## src/rtl/mem_bus_pkg.sv

```systemverilog
// Shared definitions for the CPU byte-wide multiplexed memory bus.
package mem_bus_pkg;

   localparam logic [1:0] PH_ADDR_LO = 2'd0;
   localparam logic [1:0] PH_ADDR_HI = 2'd1;
   localparam logic [1:0] PH_DATA    = 2'd2;

   localparam logic [15:0] DEFAULT_PORT_ADDR = 16'hCAFE;

   typedef enum logic {
      TGT_IDLE,
      TGT_ACK
   } tgt_state_e;

endpackage

```

## src/rtl/sync2.sv

```systemverilog
// Two-flop synchroniser for a single asynchronous control line.
module sync2 (
   input  logic clk,
   input  logic rst,
   input  logic d_i,
   output logic q_o
);

   logic meta_q, sync_q;

   always_ff @(posedge clk) begin
      if (rst) begin
         meta_q <= 1'b0;
         sync_q <= 1'b0;
      end else begin
         meta_q <= d_i;
         sync_q <= meta_q;
      end
   end

   assign q_o = sync_q;

endmodule

```

## src/rtl/mem_bus_target.sv

```systemverilog
// Memory-side target: collects addr-lo / addr-hi / data phases and answers
// each strobe with a 4-phase ack; backs reads/writes with a byte RAM and one output port.
module mem_bus_target
   import mem_bus_pkg::*;
#(
   parameter int          RAM_AW    = 8,
   parameter logic [15:0] PORT_ADDR = DEFAULT_PORT_ADDR,
   parameter logic [7:0]  OPEN_BUS  = 8'hFF
) (
   input  logic       clk,
   input  logic       rst,
   input  logic       bus_strb_i,
   input  logic       bus_rd_i,
   input  logic       bus_wr_i,
   input  logic [7:0] bus_data_i,
   output logic [7:0] bus_data_o,
   output logic       bus_data_oe,
   output logic       bus_ack_o,
   output logic [7:0] port_out,
   output logic       port_stb,
   output logic       proto_err
);

   logic strb_s, rd_s, wr_s;

   sync2 u_sync_strb (.clk(clk), .rst(rst), .d_i(bus_strb_i), .q_o(strb_s));
   sync2 u_sync_rd   (.clk(clk), .rst(rst), .d_i(bus_rd_i),   .q_o(rd_s));
   sync2 u_sync_wr   (.clk(clk), .rst(rst), .d_i(bus_wr_i),   .q_o(wr_s));

   tgt_state_e  state_q, state_d;
   logic [1:0]  phase_q, phase_d;
   logic        done_q, done_d;
   logic [15:0] addr_q, addr_d;
   logic        ack_q, ack_d;
   logic        oe_q, oe_d;
   logic [7:0]  dout_q, dout_d;
   logic [7:0]  port_q, port_d;
   logic        stb_q, stb_d;
   logic        err_q, err_d;

   logic [7:0]  mem_q [2**RAM_AW];
   logic        mem_we;
   logic        addr_mapped;
   logic [7:0]  ram_rdata;

   assign addr_mapped = (addr_q >> RAM_AW) == 16'd0;
   assign ram_rdata   = mem_q[addr_q[RAM_AW-1:0]];

   always_comb begin
      state_d = state_q;
      phase_d = phase_q;
      done_d  = done_q;
      addr_d  = addr_q;
      ack_d   = ack_q;
      oe_d    = oe_q;
      dout_d  = dout_q;
      port_d  = port_q;
      stb_d   = 1'b0;
      err_d   = err_q;
      mem_we  = 1'b0;
      case (state_q)
         TGT_IDLE: begin
            if (strb_s) begin
               state_d = TGT_ACK;
               ack_d   = 1'b1;
               // done_q marks a strobe beyond the data phase: ack it, change nothing
               if (done_q) begin
                  err_d = 1'b1;
               end else begin
                  case (phase_q)
                     PH_ADDR_LO: addr_d[7:0]  = bus_data_i;
                     PH_ADDR_HI: addr_d[15:8] = bus_data_i;
                     default: begin
                        if (rd_s && wr_s) begin
                           err_d = 1'b1;
                        end else if (wr_s) begin
                           if (addr_q == PORT_ADDR) begin
                              port_d = bus_data_i;
                              stb_d  = 1'b1;
                           end else if (addr_mapped) begin
                              mem_we = 1'b1;
                           end
                        end else if (rd_s) begin
                           dout_d = (addr_mapped && addr_q != PORT_ADDR) ? ram_rdata : OPEN_BUS;
                           oe_d   = 1'b1;
                        end
                     end
                  endcase
               end
            end else if (!rd_s && !wr_s) begin
               phase_d = PH_ADDR_LO;
               done_d  = 1'b0;
            end
         end
         TGT_ACK: begin
            if (!strb_s) begin
               state_d = TGT_IDLE;
               ack_d   = 1'b0;
               oe_d    = 1'b0;
               if (phase_q == PH_DATA) done_d  = 1'b1;
               else                    phase_d = phase_q + 2'd1;
            end
         end
         default: state_d = TGT_IDLE;
      endcase
   end

   always_ff @(posedge clk) begin
      if (rst) begin
         state_q <= TGT_IDLE;
         phase_q <= PH_ADDR_LO;
         done_q  <= 1'b0;
         addr_q  <= 16'h0000;
         ack_q   <= 1'b0;
         oe_q    <= 1'b0;
         dout_q  <= 8'h00;
         port_q  <= 8'h00;
         stb_q   <= 1'b0;
         err_q   <= 1'b0;
      end else begin
         state_q <= state_d;
         phase_q <= phase_d;
         done_q  <= done_d;
         addr_q  <= addr_d;
         ack_q   <= ack_d;
         oe_q    <= oe_d;
         dout_q  <= dout_d;
         port_q  <= port_d;
         stb_q   <= stb_d;
         err_q   <= err_d;
      end
   end

   // RAM contents survive reset
   always_ff @(posedge clk) begin
      if (mem_we) mem_q[addr_q[RAM_AW-1:0]] <= bus_data_i;
   end

   assign bus_data_o  = dout_q;
   assign bus_data_oe = oe_q;
   assign bus_ack_o   = ack_q;
   assign port_out    = port_q;
   assign port_stb    = stb_q;
   assign proto_err   = err_q;

endmodule

```

## config.mk

```make
export PLATFORM = sky130hd
export DESIGN_NAME = mem_bus_target
export DESIGN_NICKNAME = d
export VERILOG_FILES = /design/src/rtl/mem_bus_pkg.sv /design/src/rtl/sync2.sv /design/src/rtl/mem_bus_target.sv
export SDC_FILE = /design/constraint.sdc
export NUM_CORES = 2
export LEC_CHECK = 0
export ABC_AREA = 1
export CORE_ASPECT_RATIO = 0.6
export CORE_UTILIZATION = 60
export DETAILED_ROUTE_END_ITERATION = 7
export PLACE_DENSITY = 0.76
export RECOVER_POWER = 25
export SYNTH_ARGS = -nofsm -noshare
export SYNTH_HDL_FRONTEND = slang
export SYNTH_SLANG_ARGS = --single-unit
```

## constraint.sdc

```tcl
create_clock -name clk -period 4.52 [get_ports clk]
set_input_delay 1.13 -clock clk [delete_from_list [all_inputs] [get_ports clk]]
set_output_delay 1.13 -clock clk [all_outputs]
set_load 0.1 [all_outputs]
```

Word level (Yosys, flattened, before mapping)
Memories as Yosys holds them, arrays and structs flattened. A register that Yosys moved wholly into a read port is not among the register bits.
Index checks and enable logic that the tools add are counted.

cells by class
  eq/ne operators = 16
  mux-type cells = 38
  reduce and logical (&&, ||, !) cells = 19
  bitwise logic cells = 6
  add/sub/neg operators = 1

operators by type and width
  operator                                                                 number
  1-bit 2-to-1 mux                                                         27
  8-bit 2-to-1 mux                                                         3
  7-bit AND reduction                                                      3
  4-bit AND reduction                                                      5
  16-bit equality test, second input constant                              1
  16-bit logical NOT                                                       1
  16-bit inequality test, second input constant                            1
  2-bit inequality test, second input constant                             8
  2-bit 2-to-1 mux                                                         4
  2-bit by 1-bit inequality test with 1-bit output, second input constant  4
  8-bit OR reduction                                                       1
  1-bit NOT                                                                6
  1-bit case mux with 2 select lines                                       3
  2-bit case mux with 2 select lines                                       1
  1-bit logical AND                                                        3
  2-bit by 1-bit adder with 2-bit output, second input constant            1
  2-bit by 1-bit equality test with 1-bit output, second input constant    1
  2-bit equality test, second input constant                               1
  1-bit logical NOT                                                        2
  2-bit logical NOT                                                        1
  2-bit AND reduction                                                      1
  2-bit nonzero test                                                       1
  2-bit OR reduction                                                       1

word-level totals
  word-level logic and storage cells = 98
  input port bits = 13
  output and inout bits = 20
  register bits after elaboration = 46
  memory bits (writable) = 2048
  memories = 1

memories
  name   depth  bits a word  read ports  clocked after memory_dff  wr ports  line                  text
  mem_q  256    8            1           1                         1         mem_bus_target.sv:41  logic [7:0] mem_q [2**RAM_AW];

Longest topological paths before layout
  depth after elaboration = 11
  depth in mapped cells = 17
  depth with buffers taken out = 13

Cells and area by module
Synthesis repeated with hierarchy kept, for this count alone.

unflattened totals
  cells, all modules = 7185
  area total of the unflattened synthesis = 84945.2 sq um

modules (own cells, without submodules)
  module          area an instance (sq um)  seq. area each (sq um)  instances  cells each
  mem_bus_target  84780.1                   62459.9                 1          7167
  sync2           55.1                      40.0                    3          6

Least setup slack after synthesis
Ideal clock, no wire load.

  path kind = flip-flop to flip-flop
  start = register phase_q[0]
  end = memory mem_q[70][0], enable pin
  setup slack = 1.861 ns
  stages on the path, launching flop included = 13
  arrival time = 2.288 ns
  data required time = 4.150 ns
  setup time = 0.370 ns
  buffers on the path = 1
  period minus slack after synthesis = 2.659 ns
  cell sequence = dfxtp_1 inv_1 ha_1 nor2_1 inv_1 nor4_2 inv_2 nor2_4 inv_2 nor3_4 nand2_2 buf_6 nor2_1

on the way
  cells in the longest elaborated chain, start to end = 8
  elaborated cells on any way between the ends = 9
  classes of those cells = eq/ne: 1; mux: 6; reduce/logical: 2

RTL lines
  what                                                                                        line                   text
  start, declared                                                                             mem_bus_target.sv:31   logic [1:0] phase_q, phase_d;
  start signal, assigned                                                                      mem_bus_target.sv:122  phase_q <= phase_d;
  2-bit by 1-bit equality test with 1-bit output / 2-bit logical NOT (equally long branches)  mem_bus_target.sv:70   case (phase_q)
  2-bit OR reduction (no source line) *                                                       -
  1-bit 2-to-1 mux *                                                                          mem_bus_target.sv:70
  1-bit 2-to-1 mux *                                                                          mem_bus_target.sv:67   if (done_q) begin
  1-bit 2-to-1 mux *                                                                          mem_bus_target.sv:63   if (strb_s) begin
  1-bit 2-to-1 mux *                                                                          mem_bus_target.sv:61   case (state_q)
  1-bit 2-to-1 mux *                                                                          mem_bus_target.sv:136  if (mem_we) mem_q[addr_q[RAM_AW-1:0]] <= bus_data_i;
  1-bit 2-to-1 mux (implied by the code) *                                                    mem_bus_target.sv:136
  end, declared                                                                               mem_bus_target.sv:41

Mark *: on every way between the ends. The rest lies on a longest branch, timed or not.

Final worst setup path
  start = input port bus_data_i[2]
  end = memory mem_q[52][2], data pin

RTL lines
  what             line                  text
  start, declared  mem_bus_target.sv:15  input logic [7:0] bus_data_i,

Straight into the memory's write port.

==> run summary <==
Design Area, Final - 92400 um2
post-layout min period - 4.20 ns
slowest cell on the critical path - dlymetal6s2s_1
DRC marker count from the first detailed-route iteration - 10600
Worst Setup End Kind - register
flop-to-flop setup slack - 0.70 ns
Hold Crit Start - u_sync_strb.meta_q
DR WL met3 - 38600 um
violations in the final reports - max-capacitance violations, max-slew violations
Cell Rows - 106
Area Overhead vs Synth - 8.89%
Worst-Skew Late Latency - 0.80 ns
largest net degree at the start of global routing - 212
# hold bufs at CTS - 0
number of synthesized register bits - 2102
CTS buffer count - 174
Hold Crit Endpoint - u_sync_strb.q_o
Die Ht - 293 um
Post-DP Area - 87000 um2
most frequent cells in the layout - nand2_1, edfxtp_1, nand3_1, nor2_1, clkbuf_16
PwrDens - 422 nW/um2
hold_ws - 0.419 ns
period utilization - 93.0%
Crit Reg-Reg Startpoint - phase_q[0]
Slew @ Worst Pin - 4.21 ns
CTS root buf - clkbuf_16
syn_nets - 7208
via count - 57800
clk_skew - 0.0191 ns
post-synthesis cell count - 7189
Leak - 31.6 nW
hold depth - 2
# H-tree levels - 4
FMAX - 238 MHz
cell count after placement - 8750
post_cts resized - 0
syn avg cell area - 11.8 um2
Peak supply drop - 371 uV
post-route ant nets - 0
Setup CP Type - in -> reg
fill count - 9876
Met1 Routed Length - 89900 um
RSZ-0062 raised after global routing - no
# IOs - 33
Sink Count - 2102
share of cells above drive strength 1 - 5.89%
DR top layer - met5
DIE WIDTH - 488 um
WL/cell - 25.8 um
nets - 7055
status - complete, but fails checks
final hold viol count - 0
Mapped Area - 84900 um2
RR Endpoint - mem_q[178][3]
# setup viols final - 0
Slew HR - -181%
Yosys warning total - 0
R2R depth - 11
TritonCTS clock tree - done
post-CTS setup buffer count - 0
Req. time, crit path - 5.07 ns
commonest non-fill, non-tap cell in the layout - nand2_1
final cell count without fillers - 9070
Pwr Total - 39.0 mW
final WL - 234000 um
vias in the first global route - 54100
CP max stage delay - 2.71 ns
initial antenna violation count - 4
Total Die Area - 143000 um2
# port buffers - 32
fin. max-slew vios - 587
WP data arrival - 4.76 ns
Cell variety after synth - 27
grt ovf - 0
CTS Buffer Depth - 3
worst hold path type - reg -> reg
delay-heaviest family, CP - buffers and inverters
CP max FO - 67
drt pass-1 iters - 7
Met2 Routed Length - 97300 um
RD Place Congestion - 0.961
core area - 140000 um2
first-pass GRT wire length - 345000 um
detailed-route DRC error count - 0
Worst-path clk slew - 0.07 ns
all-layer global routing usage - 32.8%
Worst setup SP type - input port
DP HPWL - 135000 um
WP buf/inv - 2
post-route setup TNS - 0 ns
Initial Utilization - 60.7%
critical path, cell by cell - dlymetal6s2s_1, buf_4
sequential share of the synthesized area - 73.7%
Vias/cell - 6.38
Max Cap Viol - 9
[Yosys cell counts]
master | instances | area (um2)
nand4_1 | 4 | 25.0
nor2_2 | 9 | 56.3
buf_2 | 213 | 1070
nand2_1 | 2125 | 7980
a21oi_1 | 17 | 85.1
dfxtp_1 | 54 | 1080
inv_2 | 5 | 18.8
nor3_4 | 2 | 32.5
edfxtp_1 | 2048 | 61500
inv_1 | 58 | 218
nor2_4 | 1 | 11.3
nor4b_1 | 1 | 8.76
a211o_1 | 1 | 8.76
nor3_1 | 16 | 80.1
nor4_2 | 1 | 12.5
buf_1 | 64 | 240
nor4_1 | 3 | 18.8
nand3_1 | 2030 | 10200
a211oi_1 | 19 | 143
clkbuf_1 | 196 | 736
a221oi_1 | 1 | 8.76
a22oi_1 | 1 | 7.51
ha_1 | 6 | 75.1
nand2_2 | 8 | 50.1
buf_4 | 8 | 60.1
nor2_1 | 290 | 1090
buf_6 | 8 | 90.1
[metal layers]
metal	global-route usage, %	up-vias
li1	-	25200
met1	49.1	27600
met2	45.1	4525
met3	10.8	532
met4	11.1	2
met5	0	-
[logic make-up (layout without fill, tap and decap cells)]
logic type                 Yosys count  after routing  synth area share, %
and+or+nand+nor                   4490           4490                 23.0
DFF                               2102           2102                 73.7
buffers and inverters              552            541                 2.86
AOI/OAI and AO/OA                   39             39                0.298
adders and majority gates            6              6               0.0885
other                                0              2                    0
[worst max path at each step]
| stage | depth (start not counted) | slack [ns] | endpoint | from |
|---|---|---|---|---|
| floorplan | 12 | 1.86 | mem_q[70][0] | phase_q[0] |
| global placement | 11 | 0.92 | mem_q[190][4] | phase_q[0] |
| detailed placement | 11 | 0.79 | mem_q[178][6] | phase_q[0] |
| CTS | 11 | 0.75 | mem_q[178][4] | phase_q[0] |
| global route | 3 | 0.38 | port_out[5] | bus_data_i[5] |
| finish | 2 | 0.32 | mem_q[52][2] | bus_data_i[2] |
[stage by stage]
| step | utilization, % | setup WS (ns) |
|---|---|---|
| global placement | 62.2 | 0.915 |
| floorplan | - | 1.86 |
| CTS | 66.2 | 0.749 |
| finish | 66.1 | 0.316 |
| detailed placement | 62.2 | 0.786 |
| global route | 66.1 | 0.377 |
[area by class of cell]
class / instances / area [um2] / share of cell area (%)
well taps: 1890 / 2360 / 2.56
clock inverters: 93 / 841 / 0.910
clock buffers: 225 / 4740 / 5.13
flip-flops and latches: 2102 / 62600 / 67.7
repair buffers: 160 / 1700 / 1.83
multi-input cells: 4535 / 19900 / 21.5
inverters: 63 / 262 / 0.283
diodes: 2 / 5.00 / 0.00542
[power breakdown]
group / total (mW) / switching (mW) / internal [mW] / leakage [nW]
Clock: 15.1 / 6.86 / 8.26 / 2.73
Sequential: 21.4 / 0.0302 / 21.4 / 18.8
Combinational: 2.48 / 1.92 / 0.558 / 10.0
[flip-flops by register name, indices dropped and copies added (netlist names), 2 cells and up, named ones only]
signal,flops
bus_data_o,8
phase_q,2
port_out,8
mem_q,2048
addr_q,16
No activity file was read; power rests on OpenSTA's default activity.
